File: src/rtl/seg7_scan_mux_if.sv
`default_nettype none
// ============================================================================
// Module      : seg7_scan_mux_if
// Description : Value/control inputs and pin-level outputs of the 7-seg scanner.
// Revision    : 1.0 - initial release
// ============================================================================
interface seg7_scan_mux_if #(
    parameter int NUM_DIGITS = 4
);
    logic [4*NUM_DIGITS-1:0] num;
    logic [NUM_DIGITS-1:0]   dp;
    logic [NUM_DIGITS-1:0]   blank;
    logic                    lz_en;
    logic [NUM_DIGITS-1:0]   blink;
    logic [6:0]              DISPLAY;
    logic                    DP;
    logic [NUM_DIGITS-1:0]   DIGIT;
    logic                    frame_start;

    modport master (
        output num, dp, blank, lz_en, blink,
        input  DISPLAY, DP, DIGIT, frame_start
    );

    modport slave (
        input  num, dp, blank, lz_en, blink,
        output DISPLAY, DP, DIGIT, frame_start
    );
endinterface
`default_nettype wire

File: src/rtl/seg7_scan_mux.sv
`default_nettype none
// ============================================================================
// Module      : seg7_scan_mux
// Description : N-digit common-anode 7-seg scanner with hex decode, DP, blanking,
//               leading-zero suppression and frame-synchronous capture.
//               Optional blinking enabled by defining SEG_BLINK_EN.
// Revision    : 1.0 - initial release
// ============================================================================
module seg7_scan_mux #(
    parameter int NUM_DIGITS   = 4,
    parameter int SCAN_DIV     = 32768,
    parameter int BLINK_FRAMES = 64
) (
    input  logic                 clk,
    input  logic                 rst,
    seg7_scan_mux_if.slave       bus
);
    localparam int c_CW = $clog2(SCAN_DIV);
    localparam int c_IW = (NUM_DIGITS > 1) ? $clog2(NUM_DIGITS) : 1;
    localparam logic [c_IW-1:0] c_LAST = c_IW'(NUM_DIGITS - 1);

    function automatic logic [6:0] f_decode(input logic [3:0] v);
        case (v)
            4'h0: f_decode = 7'b1000000;
            4'h1: f_decode = 7'b1111001;
            4'h2: f_decode = 7'b0100100;
            4'h3: f_decode = 7'b0110000;
            4'h4: f_decode = 7'b0011001;
            4'h5: f_decode = 7'b0010010;
            4'h6: f_decode = 7'b0000010;
            4'h7: f_decode = 7'b1111000;
            4'h8: f_decode = 7'b0000000;
            4'h9: f_decode = 7'b0010000;
            4'hA: f_decode = 7'b0001000;
            4'hB: f_decode = 7'b0000011;
            4'hC: f_decode = 7'b1000110;
            4'hD: f_decode = 7'b0100001;
            4'hE: f_decode = 7'b0000110;
            default: f_decode = 7'b0001110;
        endcase
    endfunction

    logic [c_CW-1:0]         cnt_q, cnt_d;
    logic                    run_q, run_d;
    logic [c_IW-1:0]         idx_q, idx_d;
    logic [4*NUM_DIGITS-1:0] num_sh_q, num_sh_d;
    logic [NUM_DIGITS-1:0]   dp_sh_q, dp_sh_d;
    logic [NUM_DIGITS-1:0]   blank_sh_q, blank_sh_d;
    logic [NUM_DIGITS-1:0]   blink_sh_q, blink_sh_d;
    logic                    lz_sh_q, lz_sh_d;
    logic [6:0]              seg_q, seg_d;
    logic                    dpo_q, dpo_d;
    logic [NUM_DIGITS-1:0]   digit_q, digit_d;
    logic                    frame_start_q, frame_start_d;
    logic                    w_tick, w_frame_tick, w_phase_on;

    assign w_tick = (cnt_q == c_CW'(SCAN_DIV - 1));

    always_comb begin
        cnt_d = w_tick ? '0 : cnt_q + 1'b1;
        run_d = run_q;
        idx_d = idx_q;
        if (w_tick) begin
            run_d = 1'b1;
            idx_d = (!run_q || idx_q == c_LAST) ? '0 : idx_q + 1'b1;
        end
        w_frame_tick = w_tick && (idx_d == '0);
    end

    // The _d shadows already hold the freshly captured frame on a frame tick,
    // so digit 0 of the new frame is rendered from the values sampled there.
    always_comb begin
        num_sh_d   = w_frame_tick ? bus.num   : num_sh_q;
        dp_sh_d    = w_frame_tick ? bus.dp    : dp_sh_q;
        blank_sh_d = w_frame_tick ? bus.blank : blank_sh_q;
        blink_sh_d = w_frame_tick ? bus.blink : blink_sh_q;
        lz_sh_d    = w_frame_tick ? bus.lz_en : lz_sh_q;
    end

`ifdef SEG_BLINK_EN
    localparam int c_FW = (BLINK_FRAMES > 1) ? $clog2(BLINK_FRAMES) : 1;
    logic [c_FW-1:0] fcnt_q, fcnt_d;
    logic            phase_q, phase_d;
    logic            ph_sh_q, ph_sh_d;

    // Each frame latches the phase in force when it starts, so a frame never
    // changes blink state partway through.
    always_comb begin
        fcnt_d  = fcnt_q;
        phase_d = phase_q;
        ph_sh_d = ph_sh_q;
        if (w_frame_tick) begin
            ph_sh_d = phase_q;
            if (fcnt_q == c_FW'(BLINK_FRAMES - 1)) begin
                fcnt_d  = '0;
                phase_d = ~phase_q;
            end else begin
                fcnt_d = fcnt_q + 1'b1;
            end
        end
    end

    always_ff @(posedge clk or posedge rst) begin
        if (rst) begin
            fcnt_q  <= '0;
            phase_q <= 1'b1;
            ph_sh_q <= 1'b1;
        end else begin
            fcnt_q  <= fcnt_d;
            phase_q <= phase_d;
            ph_sh_q <= ph_sh_d;
        end
    end

    assign w_phase_on = ph_sh_d;
`else
    assign w_phase_on = (BLINK_FRAMES > 0);
`endif

    always_comb begin
        logic [NUM_DIGITS:0] zero_from;
        logic [3:0]          nib;
        logic                dp_k, blank_k, blink_k, zf_k, lz_sup, off;
        zero_from             = '0;
        zero_from[NUM_DIGITS] = 1'b1;
        for (int i = NUM_DIGITS - 1; i >= 0; i--)
            zero_from[i] = zero_from[i+1] & (num_sh_d[4*i +: 4] == 4'h0);
        nib = '0; dp_k = 1'b0; blank_k = 1'b0; blink_k = 1'b0; zf_k = 1'b0;
        for (int i = 0; i < NUM_DIGITS; i++) begin
            if (c_IW'(i) == idx_d) begin
                nib     = num_sh_d[4*i +: 4];
                dp_k    = dp_sh_d[i];
                blank_k = blank_sh_d[i];
                blink_k = blink_sh_d[i];
                zf_k    = zero_from[i];
            end
        end
        lz_sup = lz_sh_d && (idx_d != '0) && zf_k;
        // A suppressed digit keeps its anode only to show a requested DP.
        off = blank_k | (blink_k & ~w_phase_on) | (lz_sup & ~dp_k);

        seg_d         = seg_q;
        dpo_d         = dpo_q;
        digit_d       = digit_q;
        frame_start_d = w_frame_tick;
        if (w_tick) begin
            seg_d   = lz_sup ? 7'h7F : f_decode(nib);
            dpo_d   = off ? 1'b1 : ~dp_k;
            digit_d = '1;
            for (int i = 0; i < NUM_DIGITS; i++)
                if (!off && c_IW'(i) == idx_d) digit_d[i] = 1'b0;
        end
    end

    always_ff @(posedge clk or posedge rst) begin
        if (rst) begin
            cnt_q         <= '0;
            run_q         <= 1'b0;
            idx_q         <= '0;
            num_sh_q      <= '0;
            dp_sh_q       <= '0;
            blank_sh_q    <= '0;
            blink_sh_q    <= '0;
            lz_sh_q       <= 1'b0;
            seg_q         <= 7'h7F;
            dpo_q         <= 1'b1;
            digit_q       <= '1;
            frame_start_q <= 1'b0;
        end else begin
            cnt_q         <= cnt_d;
            run_q         <= run_d;
            idx_q         <= idx_d;
            num_sh_q      <= num_sh_d;
            dp_sh_q       <= dp_sh_d;
            blank_sh_q    <= blank_sh_d;
            blink_sh_q    <= blink_sh_d;
            lz_sh_q       <= lz_sh_d;
            seg_q         <= seg_d;
            dpo_q         <= dpo_d;
            digit_q       <= digit_d;
            frame_start_q <= frame_start_d;
        end
    end

    assign bus.DISPLAY     = seg_q;
    assign bus.DP          = dpo_q;
    assign bus.DIGIT       = digit_q;
    assign bus.frame_start = frame_start_q;

endmodule
`default_nettype wire
File: src/flat_wrapper.sv
// flat-port wrapper written by rule: the top's interface ports become plain ports
module seg7_scan_mux_flat 
#(
    parameter int NUM_DIGITS   = 4,
    parameter int SCAN_DIV     = 32768,
    parameter int BLINK_FRAMES = 64
)
  (clk, rst, bus_num, bus_dp, bus_blank, bus_lz_en, bus_blink, bus_DISPLAY, bus_DP, bus_DIGIT, bus_frame_start);
  seg7_scan_mux_if #(.NUM_DIGITS(NUM_DIGITS)) bus_i ();
  input  logic clk;
  input  logic rst;
  input wire logic [$bits(bus_i.num)-1:0] bus_num;
  input wire logic [$bits(bus_i.dp)-1:0] bus_dp;
  input wire logic [$bits(bus_i.blank)-1:0] bus_blank;
  input wire logic [$bits(bus_i.lz_en)-1:0] bus_lz_en;
  input wire logic [$bits(bus_i.blink)-1:0] bus_blink;
  output wire logic [$bits(bus_i.DISPLAY)-1:0] bus_DISPLAY;
  output wire logic [$bits(bus_i.DP)-1:0] bus_DP;
  output wire logic [$bits(bus_i.DIGIT)-1:0] bus_DIGIT;
  output wire logic [$bits(bus_i.frame_start)-1:0] bus_frame_start;
  assign bus_i.num = bus_num;
  assign bus_i.dp = bus_dp;
  assign bus_i.blank = bus_blank;
  assign bus_i.lz_en = bus_lz_en;
  assign bus_i.blink = bus_blink;
  assign bus_DISPLAY = bus_i.DISPLAY;
  assign bus_DP = bus_i.DP;
  assign bus_DIGIT = bus_i.DIGIT;
  assign bus_frame_start = bus_i.frame_start;
  seg7_scan_mux #(.NUM_DIGITS(NUM_DIGITS), .SCAN_DIV(SCAN_DIV), .BLINK_FRAMES(BLINK_FRAMES)) u_core (.clk(clk), .rst(rst), .bus(bus_i));
endmodule
File: config.mk
export PLATFORM = sky130hd
export DESIGN_NAME = seg7_scan_mux_flat
export DESIGN_NICKNAME = d
export VERILOG_FILES = /design/src/rtl/seg7_scan_mux_if.sv /design/src/rtl/seg7_scan_mux.sv /design/src/flat_wrapper.sv
export SDC_FILE = /design/constraint.sdc
export NUM_CORES = 1
export LEC_CHECK = 0
export BUFFER_PORTS_ARGS = -buffer_cell sky130_fd_sc_hd__clkbuf_2
export CORE_MARGIN = 2
export CORE_UTILIZATION = 45
export CTS_CLUSTER_SIZE = 40
export DETAILED_ROUTE_END_ITERATION = 12
export GPL_TIMING_DRIVEN = 1
export PLACE_DENSITY = 0.61
export RECOVER_POWER = 100
export SETUP_SLACK_MARGIN = 0.15
export SYNTH_ARGS = -nofsm -noshare
export SYNTH_HDL_FRONTEND = slang
export SYNTH_SLANG_ARGS = --single-unit
File: constraint.sdc
create_clock -name clk -period 7.5 [get_ports clk]
set_input_delay 1.5 -clock clk [delete_from_list [all_inputs] [get_ports clk]]
set_output_delay 1.5 -clock clk [all_outputs]
set_load 0.05 [all_outputs]
* Yosys cells after proc, flatten, opt, wreduce, memory -nomap -nowiden
Memories as Yosys holds them, arrays and structs flattened.
Cells that the tools add are included.
** Word-level totals
- Memories kept :: 1
- Bits in registers :: 56
- Bits of input ports :: 31
- Memory bits (read-only) :: 112
- Output and inout bits :: 13
- Word-level logic and storage cells :: 70
** Operators by class
- Bitwise logic cells :: 6
- Add/subtract/negate cells :: 2
- Eq/ne operators :: 5
- Muxes and demuxes :: 29
- Reduce and logical (&&, ||, !) cells :: 16
** Memory list
- (no name shown) :: words 16, width 7, read ports 1, clocked after Yosys merged registers in 0, write ports 0, line seg7_scan_mux.sv:23 : case (v)
** Operators by type and width (count)
- 4-bit two-way mux :: 6
- 1-bit two-way mux :: 18
- 4-bit zero test :: 4
- 16-bit two-way mux :: 1
- 15-bit by 1-bit adder with 15-bit output (second input constant) :: 1
- 15-bit equality test (second input constant) :: 1
- 15-bit two-way mux :: 1
- 1-bit logical AND :: 7
- 7-bit two-way mux :: 1
- 1-bit bitwise AND :: 4
- 2-bit equality test (first input constant) :: 2
- 2-bit two-way mux :: 2
- 2-bit by 1-bit adder with 2-bit output (second input constant) :: 1
- 1-bit by 2-bit equality test with 1-bit output (first input constant) :: 1
- 2-bit equality test (second input constant) :: 1
- 1-bit zero test :: 2
- 2-bit zero test :: 1
- 2-bit nonzero test :: 1
- 1-bit logical OR :: 1
- 1-bit NOT :: 1
- 1-bit OR :: 1

* Longest topological paths before layout
Gate-level depths: netlist of run 1.
- Depth after elaboration :: 21
- Gate-level depth with buffers :: 13
- Mapped depth without buffers :: 12

* Worst setup path before layout of run 1
OpenSTA, ideal clock, no wires.
- Kind :: register to register
- Start point :: register u_core.cnt_q[0]
- End point :: register u_core.seg_q[3], in the netlist u_core.bus.DISPLAY[3]
- Period minus slack after synthesis :: 3145 ps
- Library setup time :: 89 ps
- Path buffers :: 1
- Setup slack :: 4355 ps
- Required time :: 7411 ps
- Arrival time :: 3056 ps
- Cell stages (with the launch flop) :: 13
- Path through :: dfrtp_1 > ha_1 > nand4_1 > or4_1 > buf_2 > mux2i_4 > mux2_1 > a22oi_1 > inv_1 > ha_1 > mux2_2 > mux2i_1 > a21oi_1
** On the way
- Cells in the longest elaborated chain, start to end :: 15
- Elaborated cells between the ends (all ways) :: 29
- Classes of those cells :: eq/ne: 4; mux: 12; bitwise: 3; reduce/logical: 9; memory: 1
** Ends and longest elaborated chain
- from (decl) :: line seg7_scan_mux.sv:43 : logic [c_CW-1:0] cnt_q, cnt_d;
- from (signal assigned) :: line seg7_scan_mux.sv:170 : cnt_q <= cnt_d;
- 15-bit equality test (*) :: line seg7_scan_mux.sv:57 : assign w_tick = (cnt_q == c_CW'(SCAN_DIV - 1));
- 2-bit two-way mux :: line seg7_scan_mux.sv:63 : if (w_tick) begin
- 2-bit zero test :: line seg7_scan_mux.sv:67, seg7_scan_mux.sv:130
- 1-bit logical AND :: line seg7_scan_mux.sv:67 : w_frame_tick = w_tick && (idx_d == '0);
- 16-bit two-way mux :: line seg7_scan_mux.sv:73 : num_sh_d = w_frame_tick ? bus.num : num_sh_q;
- 4-bit zero test :: line seg7_scan_mux.sv:127 : zero_from[i] = zero_from[i+1] & (num_sh_d[4*i +: 4] == 4'h0);
- 1-bit bitwise AND (3 in a row) :: line seg7_scan_mux.sv:127
- 1-bit two-way mux (4 in a row) :: line seg7_scan_mux.sv:130 : if (c_IW'(i) == idx_d) begin
- 1-bit logical AND :: line seg7_scan_mux.sv:138 : lz_sup = lz_sh_d && (idx_d != '0) && zf_k;
- 7-bit two-way mux :: line seg7_scan_mux.sv:147 : seg_d = lz_sup ? 7'h7F : f_decode(nib);
- to (signal assigned) :: line seg7_scan_mux.sv:178 : seg_q <= seg_d;
- to (decl) :: line seg7_scan_mux.sv:51 : logic [6:0] seg_q, seg_d;
Every way passes the cells marked *; elsewhere a longest branch is shown, timed or not.
A chain may end at the register's enable or synchronous reset.

* Worst setup path in the final report of run 1
- Start point :: register u_core.cnt_q[0]
- End point :: register u_core.digit_q[2], in the netlist u_core.bus.DIGIT[2]
** On the way
- Cells in the longest elaborated chain, start to end :: 19
- Elaborated cells between the ends (all ways) :: 39
- Classes of those cells :: eq/ne: 4; mux: 18; bitwise: 6; reduce/logical: 11
** Ends and longest elaborated chain
- 15-bit equality test (*) :: line seg7_scan_mux.sv:57
- 2-bit two-way mux :: line seg7_scan_mux.sv:63
- 2-bit zero test :: line seg7_scan_mux.sv:67
- 1-bit logical AND (*) :: line seg7_scan_mux.sv:67
- via u_core.frame_start_d :: line seg7_scan_mux.sv:54 : logic frame_start_q, frame_start_d;
- 16-bit two-way mux :: line seg7_scan_mux.sv:73
- 4-bit zero test :: line seg7_scan_mux.sv:127
- 1-bit bitwise AND (3 in a row) :: line seg7_scan_mux.sv:127
- 1-bit two-way mux (4 in a row) :: line seg7_scan_mux.sv:130
- 1-bit logical AND :: line seg7_scan_mux.sv:138
- 1-bit bitwise AND :: line seg7_scan_mux.sv:140 : off = blank_k | (blink_k & ~w_phase_on) | (lz_sup & ~dp_k);
- 1-bit OR (*) :: line seg7_scan_mux.sv:140
- 1-bit zero test (*) :: line seg7_scan_mux.sv:151 : if (!off && c_IW'(i) == idx_d) digit_d[i] = 1'b0;
- 1-bit logical AND (*) :: line seg7_scan_mux.sv:151
- 1-bit two-way mux (*) :: line seg7_scan_mux.sv:151
- to (signal assigned) :: line seg7_scan_mux.sv:180 : digit_q <= digit_d;
- to (decl) :: line seg7_scan_mux.sv:53 : logic [NUM_DIGITS-1:0] digit_q, digit_d;
Mark *: on every way through the listed nets, which the timed path passes. The rest lies on a longest branch.

==> results.sh, run 1 <==
export IMPL_grt_overflow_total=0
export IMPL_tightestPinTransition_ns=2.94
export IMPL_instances_no_fill=397
export IMPL_cp_max_fo=34
export IMPL_fin_crit_ns=4.91
export IMPL_critPathKind="register to register"
export IMPL_synth_nets=320
export IMPL_critPathSlowestCell="clkbuf_1"
export IMPL_ys_ff_latch=56
export IMPL_clock_sinks=56
export IMPL_grt_usage_pct=17.5
export IMPL_finalHoldViolations=0
export IMPL_synth_area_top_cells="dfrtp_1 (37%), dfstp_2 (11%), mux2_2 (8.3%), nand2_1 (4.3%), mux2i_1 (3.0%)"
export IMPL_final_cell_mix="dfrtp_1 (44), nand2_1 (34), clkbuf_2 (26)"
export IMPL_rsz0062_at_grt="false"
export IMPL_drv_cap=2
export IMPL_violations="capacitance limit, slew limit"
export IMPL_worst_path_largest_cell_delay_ns=1.15
export IMPL_cts_buffers_inserted=5
export IMPL_antenna_found_initial=0
export IMPL_io_buffer_count=39
export IMPL_startpoint_type="register"
export IMPL_place_congestion=0.796
export IMPL_switching_share_pct=25.1
export IMPL_clk_pin_slew_worst_paths_ns=0.11
export IMPL_cts_resized=0
export IMPL_core_sq_um=6390
export IMPL_netlist_instances=282
export IMPL_endpoint_kind="register"
export IMPL_required_ns=7.76
export IMPL_leakage_nw=1.45
export IMPL_postCtsHoldBufs=0
export IMPL_start_util_pct=46.6
export IMPL_syn_area_sq_um=2980
export IMPL_drv_slew=92
export IMPL_grt_max_degree=57
export IMPL_dpl_cell_area_sq_um=3240
export IMPL_final_common_cell="dfrtp_1"
export IMPL_placed_cells=389
export IMPL_synth_top_area_share_pct=37.0
export IMPL_hp_class="register to register"
export IMPL_period_share_pct=65.5
export IMPL_cp_cell_sequence="ha_1 > nand4_1 > nor4_1 > clkbuf_1 > o21ai_0 > clkbuf_1 > clkinvlp_2 > a31oi_1 > or4_1 > o211ai_1 > o32a_1"
export IMPL_setup_tns_ns=0
export IMPL_place_detailed_hpwl_mm=4.29
export IMPL_drtIter0Drc=106
export IMPL_drc=0
export IMPL_yosysSeqAreaShare_pct=47.6
export IMPL_p_clk_share_pct=33.3
export IMPL_grt_pass1_vias=2097
export IMPL_synth_top_area_cell="dfrtp_1"
export IMPL_worst_path_buf_inv=3
export IMPL_die_w_um=85.3
export IMPL_synthFlopType="dfrtp_1"
export IMPL_row_count=29
export IMPL_power_density_nw_per_um2=161
export IMPL_cts_root_buf="clkbuf_8"
export IMPL_max_clock_freq_ghz=0.204
export IMPL_die_area_sq_um=7280
export IMPL_clk_latency_ns=0.32
export IMPL_status="finished, violations left"
export IMPL_postCtsSetupRepairBufs=0
export IMPL_finClkSkew_ns=0.00793
export IMPL_synth_distinct_cells=52
export IMPL_fin_nets=357
export IMPL_hold_ws_ns=0.479
export IMPL_cp_arrival_ns=5.17
export IMPL_crit_top_cell="clkbuf_1"
export IMPL_wl_per_cell_um=15.2
export IMPL_area_growth_pct=9.37
export IMPL_antennaDiodeCount=0
export IMPL_combPwrFrac_pct=7.0
export IMPL_ios=44
export IMPL_cellInternalPower_mw=0.392
export IMPL_dr_pass1_iters=5
export IMPL_async_flop_share_pct=100
export IMPL_drive_gt1_share_pct=22.8
export IMPL_crit_family="buffers and inverters"
export IMPL_yosysWarnings=0
export IMPL_via_count=2199
export IMPL_cts_tree="yes"
export IMPL_syn_area_per_cell_sq_um=10.6
export IMPL_final_cell_area_sq_um=3260
export IMPL_wl_mm=6.04
export IMPL_synth_edff_count=0
export IMPL_setup_violations=0
export IMPL_cts_buffer_depth=2
export IMPL_die_y_um=85.3
export IMPL_ir_worst_vdd_mv=0.0792
export IMPL_grt_pass1_wl_mm=10.1
export IMPL_seq_power_share_pct=59.7
export IMPL_relSlewSlack_pct=-96.1
export IMPL_ant_nets=0
export IMPL_cts_htree_levels=2
export IMPL_power_switching_mw=0.131
export IMPL_viasPerCell=5.54
[logic make-up (layout without fill, tap and decap cells)]
kind of cell | count (synthesis) | in the layout | share of synthesized area, %
AO/OA/AOI/OAI | 36 | 36 | 8.49
XOR/XNOR | 10 | 10 | 2.94
adder cells (fa/ha/maj) | 7 | 7 | 2.94
buffers and inverters | 22 | 60 | 3.19
flip-flops | 56 | 56 | 47.6
multiplexers | 36 | 36 | 14.5
AND/OR/NAND/NOR | 115 | 115 | 20.4
[path summary, 6_finish.rpt]
path,start,endpoint,slack [ns],depth (start not counted)
worst max-delay path,u_core.cnt_q[0]$_DFF_PP0_,u_core.bus.DIGIT[2]$_DFFE_PP1N_,2.59,11
min in group asynchronous,rst,u_core.bus.frame_start$_DFF_PP0_,2.26,3
worst max register to register,u_core.cnt_q[0]$_DFF_PP0_,u_core.bus.DIGIT[2]$_DFFE_PP1N_,2.59,11
max in group asynchronous,rst,u_core.cnt_q[6]$_DFF_PP0_,3.58,3
worst min-delay path,u_core.cnt_q[14]$_DFF_PP0_,u_core.cnt_q[14]$_DFF_PP0_,0.48,1
worst min register to register,u_core.cnt_q[14]$_DFF_PP0_,u_core.cnt_q[14]$_DFF_PP0_,0.48,1
[synth_stat cells, types with 3 or more instances]
cell and n:
buf_2 3, dfstp_2 12, and2_1 5, inv_1 7, and3_1 6, xnor2_1 3, nor3_1 5, o21ai_0 5
nor2_1 23, ha_1 7, nand4_1 4, a31oi_1 7, dfrtp_1 44, or3_1 4, mux2_2 22, clkbuf_1 6
mux2i_1 9, or4_1 3, nand2b_1 4, nand3_1 10, xor2_1 7, nor2b_1 4, a21oi_1 8, nor4_1 6
nand2_1 34
[state kept, by name, summed over array words and instances (netlist names), 2 cells and up]
| name | count |
|---|---|
| u_core.idx_q | 2 |
| u_core.bus.DISPLAY | 7 |
| u_core.cnt_q | 15 |
| u_core.dp_sh_q | 4 |
| u_core.bus.DIGIT | 4 |
| u_core.num_sh_q | 16 |
| u_core.blank_sh_q | 4 |
[area by class of cell]
cell class                 instances  area (sq um)
clock buffer                       5          68.8
clock inverter                     3          22.5
fill                             617          3130
inverter                           9          35.0
multi-input combinational        204          1420
sequential                        56          1420
tap                               77          96.3
timing repair buffer              43           194
[routing by layer]
| metal | wire length, um | track usage [%] | vias to the layer above |
|---|---|---|---|
| met5 | 0 | 0 | - |
| met4 | 74 | 6.06 | 0 |
| met3 | 228 | 3.50 | 5 |
| met2 | 2750 | 26.4 | 41 |
| met1 | 2980 | 25.3 | 1074 |
| li1 | - | - | 1079 |
[power groups by stage]
| stage | logic, mW | clock network, mW | registers [mW] |
|---|---|---|---|
| after floorplan | 0.0243 | 0 | 0.316 |
| after global placement | 0.0373 | 0 | 0.317 |
| after detailed placement | 0.0378 | 0 | 0.318 |
| after CTS | 0.0380 | 0.178 | 0.312 |
| after global routing | 0.0417 | 0.190 | 0.313 |
| final | 0.0365 | 0.174 | 0.312 |
[stage by stage]
stage          power [mW]  setup WS (ns)  utilization (%)
2_1_floorplan       0.340           4.35                -
3_3_place_gp        0.355           3.87             50.7
6_report            0.523           2.59             51.0
4_1_cts             0.528           3.76             52.2
3_5_place_dp        0.356           3.79             50.7
5_1_grt             0.544           1.98             51.0
Note: power is estimated with default switching activity, not from simulation.
==> inputs of run 2 (changes only) <==
- ABC_AREA: unset -> 1
- PLACE_DENSITY: 0.61 -> 0.63
- clock period: 7.5 -> 4.5 ns (I/O delays scaled with it)
==> run 2 against run 1 <==
  * The flow now finishes without violations
  * Die area increased by 9.6%
  * Count of clock-buffer cells in the layout unchanged
  * Worst hold slack worse by 0.0054 ns
  * Clock skew decreased by 0.0025 ns
  * Synthesized cell count grew 51%
  * Total power increased by 67%
  * Routed wire length increased by 14%
  * Register-to-register slack got worse by 1.6 ns
  * Sequential share of layout area fell by 4.2 points
  * Design area grew 11%
  * Utilization fell by 0.53 points
  * Sequential cell count unchanged
==> results.sh, run 2 <==
export IMPL_cp_arrival_ns=3.76
export IMPL_core_sq_um=7140
export IMPL_synth_distinct_cells=35
export IMPL_io_buffer_count=39
export IMPL_synth_most_common_cell="nand2_1"
export IMPL_yosysWarnings=0
export IMPL_cts_tree="yes"
export IMPL_wl_mm=6.91
export IMPL_clock_sinks=56
export IMPL_drc=0
export IMPL_synth_top_area_share_pct=33.6
export IMPL_fin_crit_ns=3.51
export IMPL_synth_top_area_cell="dfrtp_1"
export IMPL_die_y_um=89.4
export IMPL_tightestPinTransition_ns=1.32
export IMPL_place_congestion=0.847
export IMPL_ios=44
export IMPL_drv_cap=0
export IMPL_finalHoldViolations=0
export IMPL_leakage_nw=2.00
export IMPL_seq_power_share_pct=57.6
export IMPL_clk_pin_slew_worst_paths_ns=0.11
export IMPL_synth_commonest_cells="nand2_1 (105), inv_1 (69), nand3_1 (48), nor2_1 (48), dfrtp_1 (44)"
export IMPL_cp_cell_sequence="ha_1 > nand3_1 > nor2_1 > nand2_4 > nand2_1 > nand2_4 > nor2_2 > nand3_1 > nand4_1 > inv_1 > ha_1 > inv_1 > nand3_1 > nand3_1 > nor2_1 > nor2_1"
export IMPL_period_share_pct=77.9
export IMPL_yosysSeqAreaShare_pct=43.2
export IMPL_ys_ff_latch=56
export IMPL_cts_root_buf="clkbuf_8"
export IMPL_clk_latency_ns=0.32
export IMPL_combPwrFrac_pct=2.7
export IMPL_area_growth_pct=9.89
export IMPL_die_w_um=89.4
export IMPL_cellInternalPower_mw=0.681
export IMPL_synth_area_top_cells="dfrtp_1 (34%), nand2_1 (12%), dfstp_2 (9.6%), inv_1 (7.9%), nand3_1 (7.3%)"
export IMPL_cts_buffer_depth=2
export IMPL_placed_cells=561
export IMPL_cts_buffers_inserted=5
export IMPL_layout_setup_ws_ns=0.994
export IMPL_finClkSkew_ns=0.00540
export IMPL_antennaDiodeCount=0
export IMPL_synthFlopType="dfrtp_1"
export IMPL_die_area_sq_um=7980
export IMPL_place_ws_ns=1.47
export IMPL_grt_pass1_wl_mm=11.7
export IMPL_cp_max_fo=11
export IMPL_drv_slew=0
export IMPL_wl_per_cell_um=12.1
export IMPL_antenna_found_initial=0
export IMPL_max_clock_freq_ghz=0.285
export IMPL_p_clk_share_pct=39.6
export IMPL_relSlewSlack_pct=11.7
export IMPL_final_cell_mix="nand2_1 (109), inv_1 (69), nor2_1 (50), nand3_1 (50), dfrtp_1 (44)"
export IMPL_top_register="u_core.num_sh_q"
export IMPL_endpoint_kind="register"
export IMPL_dr_pass1_iters=4
export IMPL_power_switching_mw=0.193
export IMPL_synth_nets=465
export IMPL_syn_area_sq_um=3280
export IMPL_ir_worst_vdd_mv=0.125
export IMPL_netlist_instances=427
export IMPL_startpoint_type="register"
export IMPL_critPathSlowestCell="nor2_1"
export IMPL_critPathKind="register to register"
export IMPL_grt_max_degree=34
export IMPL_cts_resized=0
export IMPL_status="finished, final reports clean"
export IMPL_syn_area_per_cell_sq_um=7.68
export IMPL_final_common_cell="nand2_1"
export IMPL_drive_gt1_share_pct=17.4
export IMPL_setup_tns_ns=0
export IMPL_cts_htree_levels=2
export IMPL_fin_nets=507
export IMPL_grt_usage_pct=19.1
export IMPL_required_ns=4.75
export IMPL_switching_share_pct=22.1
export IMPL_grt_pass1_vias=2532
export IMPL_largest_register_ffs=16
export IMPL_viasPerCell=4.76
export IMPL_grt_overflow_total=0
export IMPL_postCtsSetupRepairBufs=0
export IMPL_worst_path_largest_cell_delay_ns=0.53
export IMPL_row_count=31
export IMPL_via_count=2707
export IMPL_num_fill_cells=744
export IMPL_place_detailed_hpwl_mm=5.15
export IMPL_fin_util_pct=50.5
export IMPL_synth_edff_count=0
export IMPL_hp_class="register to register"
export IMPL_setup_violations=0
export IMPL_postCtsHoldBufs=0
export IMPL_instances_no_fill=569
export IMPL_crit_top_cell="nand3_1"
export IMPL_ant_nets=0
export IMPL_start_util_pct=45.9
export IMPL_power_density_nw_per_um2=243
export IMPL_async_flop_share_pct=100
export IMPL_drtIter0Drc=131
export IMPL_rsz0062_at_grt="false"
==> run 2: power by group through the flow <==
stage	logic (mW)	registers, mW	clock network (mW)
floorplan	0.00928	0.513	0
global placement	0.0254	0.513	0
detailed placement	0.0255	0.513	0
CTS	0.0255	0.504	0.356
global route	0.0283	0.504	0.381
finish	0.0240	0.504	0.346
==> run 2: stage by stage <==
step	hold slack, ns	cell area, sq um	power (mW)
after detailed placement	0.460	3570	0.538
after CTS	0.476	3680	0.885
after floorplan	0.433	3280	0.522
after global routing	0.500	3600	0.913
final	0.473	3600	0.874
after global placement	0.446	3570	0.538
==> run 2: final timing paths <==
kind	from	end	slack [ns]	depth (start not counted)
max in group asynchronous	rst	u_core.cnt_q[6]$_DFF_PP0_	1.76	3
min reg2reg	u_core.cnt_q[0]$_DFF_PP0_	u_core.cnt_q[0]$_DFF_PP0_	0.47	1
min in group asynchronous	rst	u_core.cnt_q[1]$_DFF_PP0_	0.91	2
min	u_core.cnt_q[0]$_DFF_PP0_	u_core.cnt_q[0]$_DFF_PP0_	0.47	1
max reg2reg	u_core.cnt_q[0]$_DFF_PP0_	u_core.bus.DISPLAY[3]$_DFFE_PP1N_	0.99	16
max	u_core.cnt_q[0]$_DFF_PP0_	u_core.bus.DISPLAY[3]$_DFFE_PP1N_	0.99	16
==> run 2: cell families after synthesis <==
kind of cell,after synthesis,synth area share (%)
AOI/OAI and AO/OA,26,4.47
and+or+nand+nor,252,38.2
buffers and inverters,80,9.89
xor gates and xnor gates,6,1.60
DFF,56,43.2
adders and majority gates,7,2.67
==> run 2: final cells by class <==
type / instances / area, sq um / area share (%)
clock inverter: 3 / 47.5 / 1.32
sequential: 56 / 1420 / 39.3
timing repair buffer: 41 / 186 / 5.18
multi-input combinational: 291 / 1480 / 41.1
clock buffer: 5 / 68.8 / 1.91
tap: 99 / 124 / 3.44
inverter: 74 / 278 / 7.71
==> run 2: routing by layer <==
layer  global-route usage (%)  up-vias  share of wire (%)
met2                     32.0       32                 48
li1                         -     1401                  -
met5                        0        -                  0
met3                     3.42       10                2.2
met1                     25.2     1264                 48
met4                     6.11        0                1.6
==> run 2: worst max-delay path: cells and delay by family (launching register included) <==
| family | cells | cell delay (ns) |
|---|---|---|
| adder cells (fa/ha/maj) | 2 | 0.51 |
| AND/OR/NAND/NOR | 12 | 2.40 |
| buffers and inverters | 2 | 0.17 |
| flip-flops | 1 | 0.39 |
==> inputs of run 3 (changes only) <==
- PLACE_DENSITY: 0.63 -> 0.61
- clock period: 4.5 -> 3.31 ns (I/O delays scaled with it)
==> run 3 against run 2 <==
  * Total power is 42% higher
  * Count of clock-buffer cells in the layout is 1 higher
  * Critical path depth is 2 lower
  * Non-clock buffer count is 8 higher
  * Routed wire length is 5.9% higher
  * Worst hold slack worse by 0.0090 ns
  * Maximum frequency is 19% higher
  * Sequential share of layout area is 1.4 points lower
  * Register-to-register slack worse by 0.62 ns
  * Worst setup slack worse by 0.62 ns
==> results.sh, run 3 (synthesis results as in run 2) <==
export IMPL_power_density_nw_per_um2=333
export IMPL_required_ns=3.57
export IMPL_finClkSkew_ns=0.00791
export IMPL_wl_mm=7.32
export IMPL_cp_max_fo=11
export IMPL_dr_pass1_iters=4
export IMPL_final_cell_mix="nand2_1 (107), inv_1 (69), nor2_1 (51)"
export IMPL_row_count=31
export IMPL_grt_pass1_wl_mm=12.0
export IMPL_setup_violations=0
export IMPL_die_y_um=89.4
export IMPL_clk_pin_slew_worst_paths_ns=0.10
export IMPL_num_fill_cells=734
export IMPL_r2r_start="u_core.cnt_q[0]$_DFF_PP0_"
export IMPL_place_ws_ns=0.370
export IMPL_cts_htree_levels=2
export IMPL_setup_tns_ns=0
export IMPL_worst_path_largest_cell_delay_ns=0.38
export IMPL_critPathKind="register to register"
export IMPL_hp_class="register to register"
export IMPL_place_detailed_hpwl_mm=5.31
export IMPL_clock_sinks=56
export IMPL_ios=44
export IMPL_critPathSlowestCell="dfrtp_1"
export IMPL_grt_overflow_total=0
export IMPL_postCtsHoldBufs=0
export IMPL_antennaDiodeCount=0
export IMPL_min_from="u_core.cnt_q[0]$_DFF_PP0_"
export IMPL_hold_path_endpoint="u_core.cnt_q[0]$_DFF_PP0_"
export IMPL_start_util_pct=45.9
export IMPL_antenna_found_initial=0
export IMPL_cts_tree="yes"
export IMPL_status="finished, final reports clean"
export IMPL_drtIter0Drc=133
export IMPL_clk_latency_ns=0.31
export IMPL_grt_usage_pct=19.7
export IMPL_drv_cap=0
export IMPL_die_area_sq_um=7980
export IMPL_grt_max_degree=57
export IMPL_crit_family="simple AND/OR/NAND/NOR gates"
export IMPL_area_growth_pct=13.8
export IMPL_endpoint_kind="register"
export IMPL_cp_arrival_ns=3.20
export IMPL_top_register="u_core.num_sh_q"
export IMPL_hold_depth=1
export IMPL_final_common_cell="nand2_1"
export IMPL_crit_top_cell="nand3_1"
export IMPL_largest_register_ffs=16
export IMPL_die_w_um=89.4
export IMPL_ant_nets=0
export IMPL_max_clock_freq_ghz=0.340
export IMPL_drive_gt1_share_pct=18.8
export IMPL_drc=0
export IMPL_io_buffer_count=39
export IMPL_reg2reg_to="u_core.bus.DIGIT[1]$_DFFE_PP1N_"
export IMPL_place_congestion=0.868
export IMPL_grt_pass1_vias=2567
export IMPL_multi_input_area_sq_um=1540
export IMPL_fin_crit_ns=2.94
export IMPL_worst_path_buf_inv=2
export IMPL_core_sq_um=7140
export IMPL_cts_root_buf="clkbuf_8"
export IMPL_layout_setup_ws_ns=0.372
export IMPL_relSlewSlack_pct=6.68
export IMPL_regArea_sq_um=1420
export IMPL_wl_per_cell_um=12.7
export IMPL_leakage_nw=2.08
export IMPL_ff2ff_setup_slack_ns=0.37
export IMPL_cp_cell_sequence="ha_1 > nand3_4 > nor2_8 > nand2_4 > nor2_1 > clkbuf_4 > nand3_1 > o211ai_1 > nand3_1 > nor2_1 > nand3_1 > nand3_1 > nand2_1 > inv_1"
export IMPL_rr_worst_depth=14
export IMPL_viasPerCell=4.80
export IMPL_rsz0062_at_grt="false"
export IMPL_tightestPinTransition_ns=1.40
export IMPL_ir_worst_vdd_mv=0.155
export IMPL_period_share_pct=88.8
export IMPL_via_count=2772
export IMPL_cts_buffer_depth=2
export IMPL_hold_ws_ns=0.464
export IMPL_finalHoldViolations=0
export IMPL_drv_slew=0
export IMPL_startpoint_type="register"
export IMPL_total_power_mw=1.24
export IMPL_fin_nets=516
export IMPL_cts_buffers_inserted=5
-- run 3: cell types whose count changed in the layout (fill, tap and decap cells not counted), sizes merged --
cell,delta
clkbuf,+3
bufinv,+1
buf,+6
clkinv,-2
nand3,+1
-- run 3: area by class of cell --
cell class | count | area share [%]
Inverter | 74 | 7.44
Multi-Input combinational cell | 292 | 41.2
Sequential cell | 56 | 38.0
Timing Repair Buffer | 49 | 6.54
Clock inverter | 2 | 1.61
Clock buffer | 6 | 1.95
Tap cell | 99 | 3.32
-- run 3: per-stage QoR --
stage	utilization (%)	cells	cell area (sq um)
floorplan	-	427	3280
global placement	50.7	566	3620
detailed placement	50.7	566	3620
CTS	52.5	574	3750
global route	52.3	578	3730
finish	52.3	578	3730
-- run 3: worst reg2reg max path: cells and delay by family, from the launching register on --
kind / cells / cell delay, ns
and+or+nand+nor: 10 / 1.71
DFF: 1 / 0.38
AOI/OAI and AO/OA: 1 / 0.30
buffers and inverters: 2 / 0.26
adders and majority gates: 1 / 0.23
-- run 3: where the power goes --
part           internal (mW)  switching (mW)  leakage [nW]
combinational         0.0125          0.0197          1.34
sequential             0.684               0         0.673
clock                  0.303           0.224        0.0654
total                  0.999           0.243          2.08
-- run 3: worst max path at each step --
stage | endpoint | cells past startpoint | slack, ns | startpoint
after detailed placement | u_core.bus.DISPLAY[3]$_DFFE_PP1N_ | 16 | 0.37 | u_core.cnt_q[0]$_DFF_PP0_
after global routing | u_core.bus.DISPLAY[5]$_DFFE_PP1N_ | 16 | 0.13 | u_core.cnt_q[0]$_DFF_PP0_
final | u_core.bus.DIGIT[1]$_DFFE_PP1N_ | 14 | 0.37 | u_core.cnt_q[0]$_DFF_PP0_
after CTS | u_core.bus.DISPLAY[3]$_DFFE_PP1N_ | 16 | 0.35 | u_core.cnt_q[0]$_DFF_PP0_
after global placement | u_core.bus.DISPLAY[3]$_DFFE_PP1N_ | 16 | 0.42 | u_core.cnt_q[0]$_DFF_PP0_
after floorplan | u_core.bus.DISPLAY[3]$_DFFE_PP1N_ | 15 | 0.78 | u_core.idx_q[0]$_DFF_PP0_
-- run 3: routing by layer --
layer  track usage [%]  up-vias  wire length (um)
met2              32.8       43              3570
met5                 0        -                 0
met4              6.65        0               108
met3              3.51        7               250
li1                  -     1426                 -
met1              25.8     1296              3390
-- run 3: repair_timing --
action / in CTS / in global routing
setup buffers: 0 / 3
resized for setup: 0 / 4
setup endpoints to repair: 0 / 5
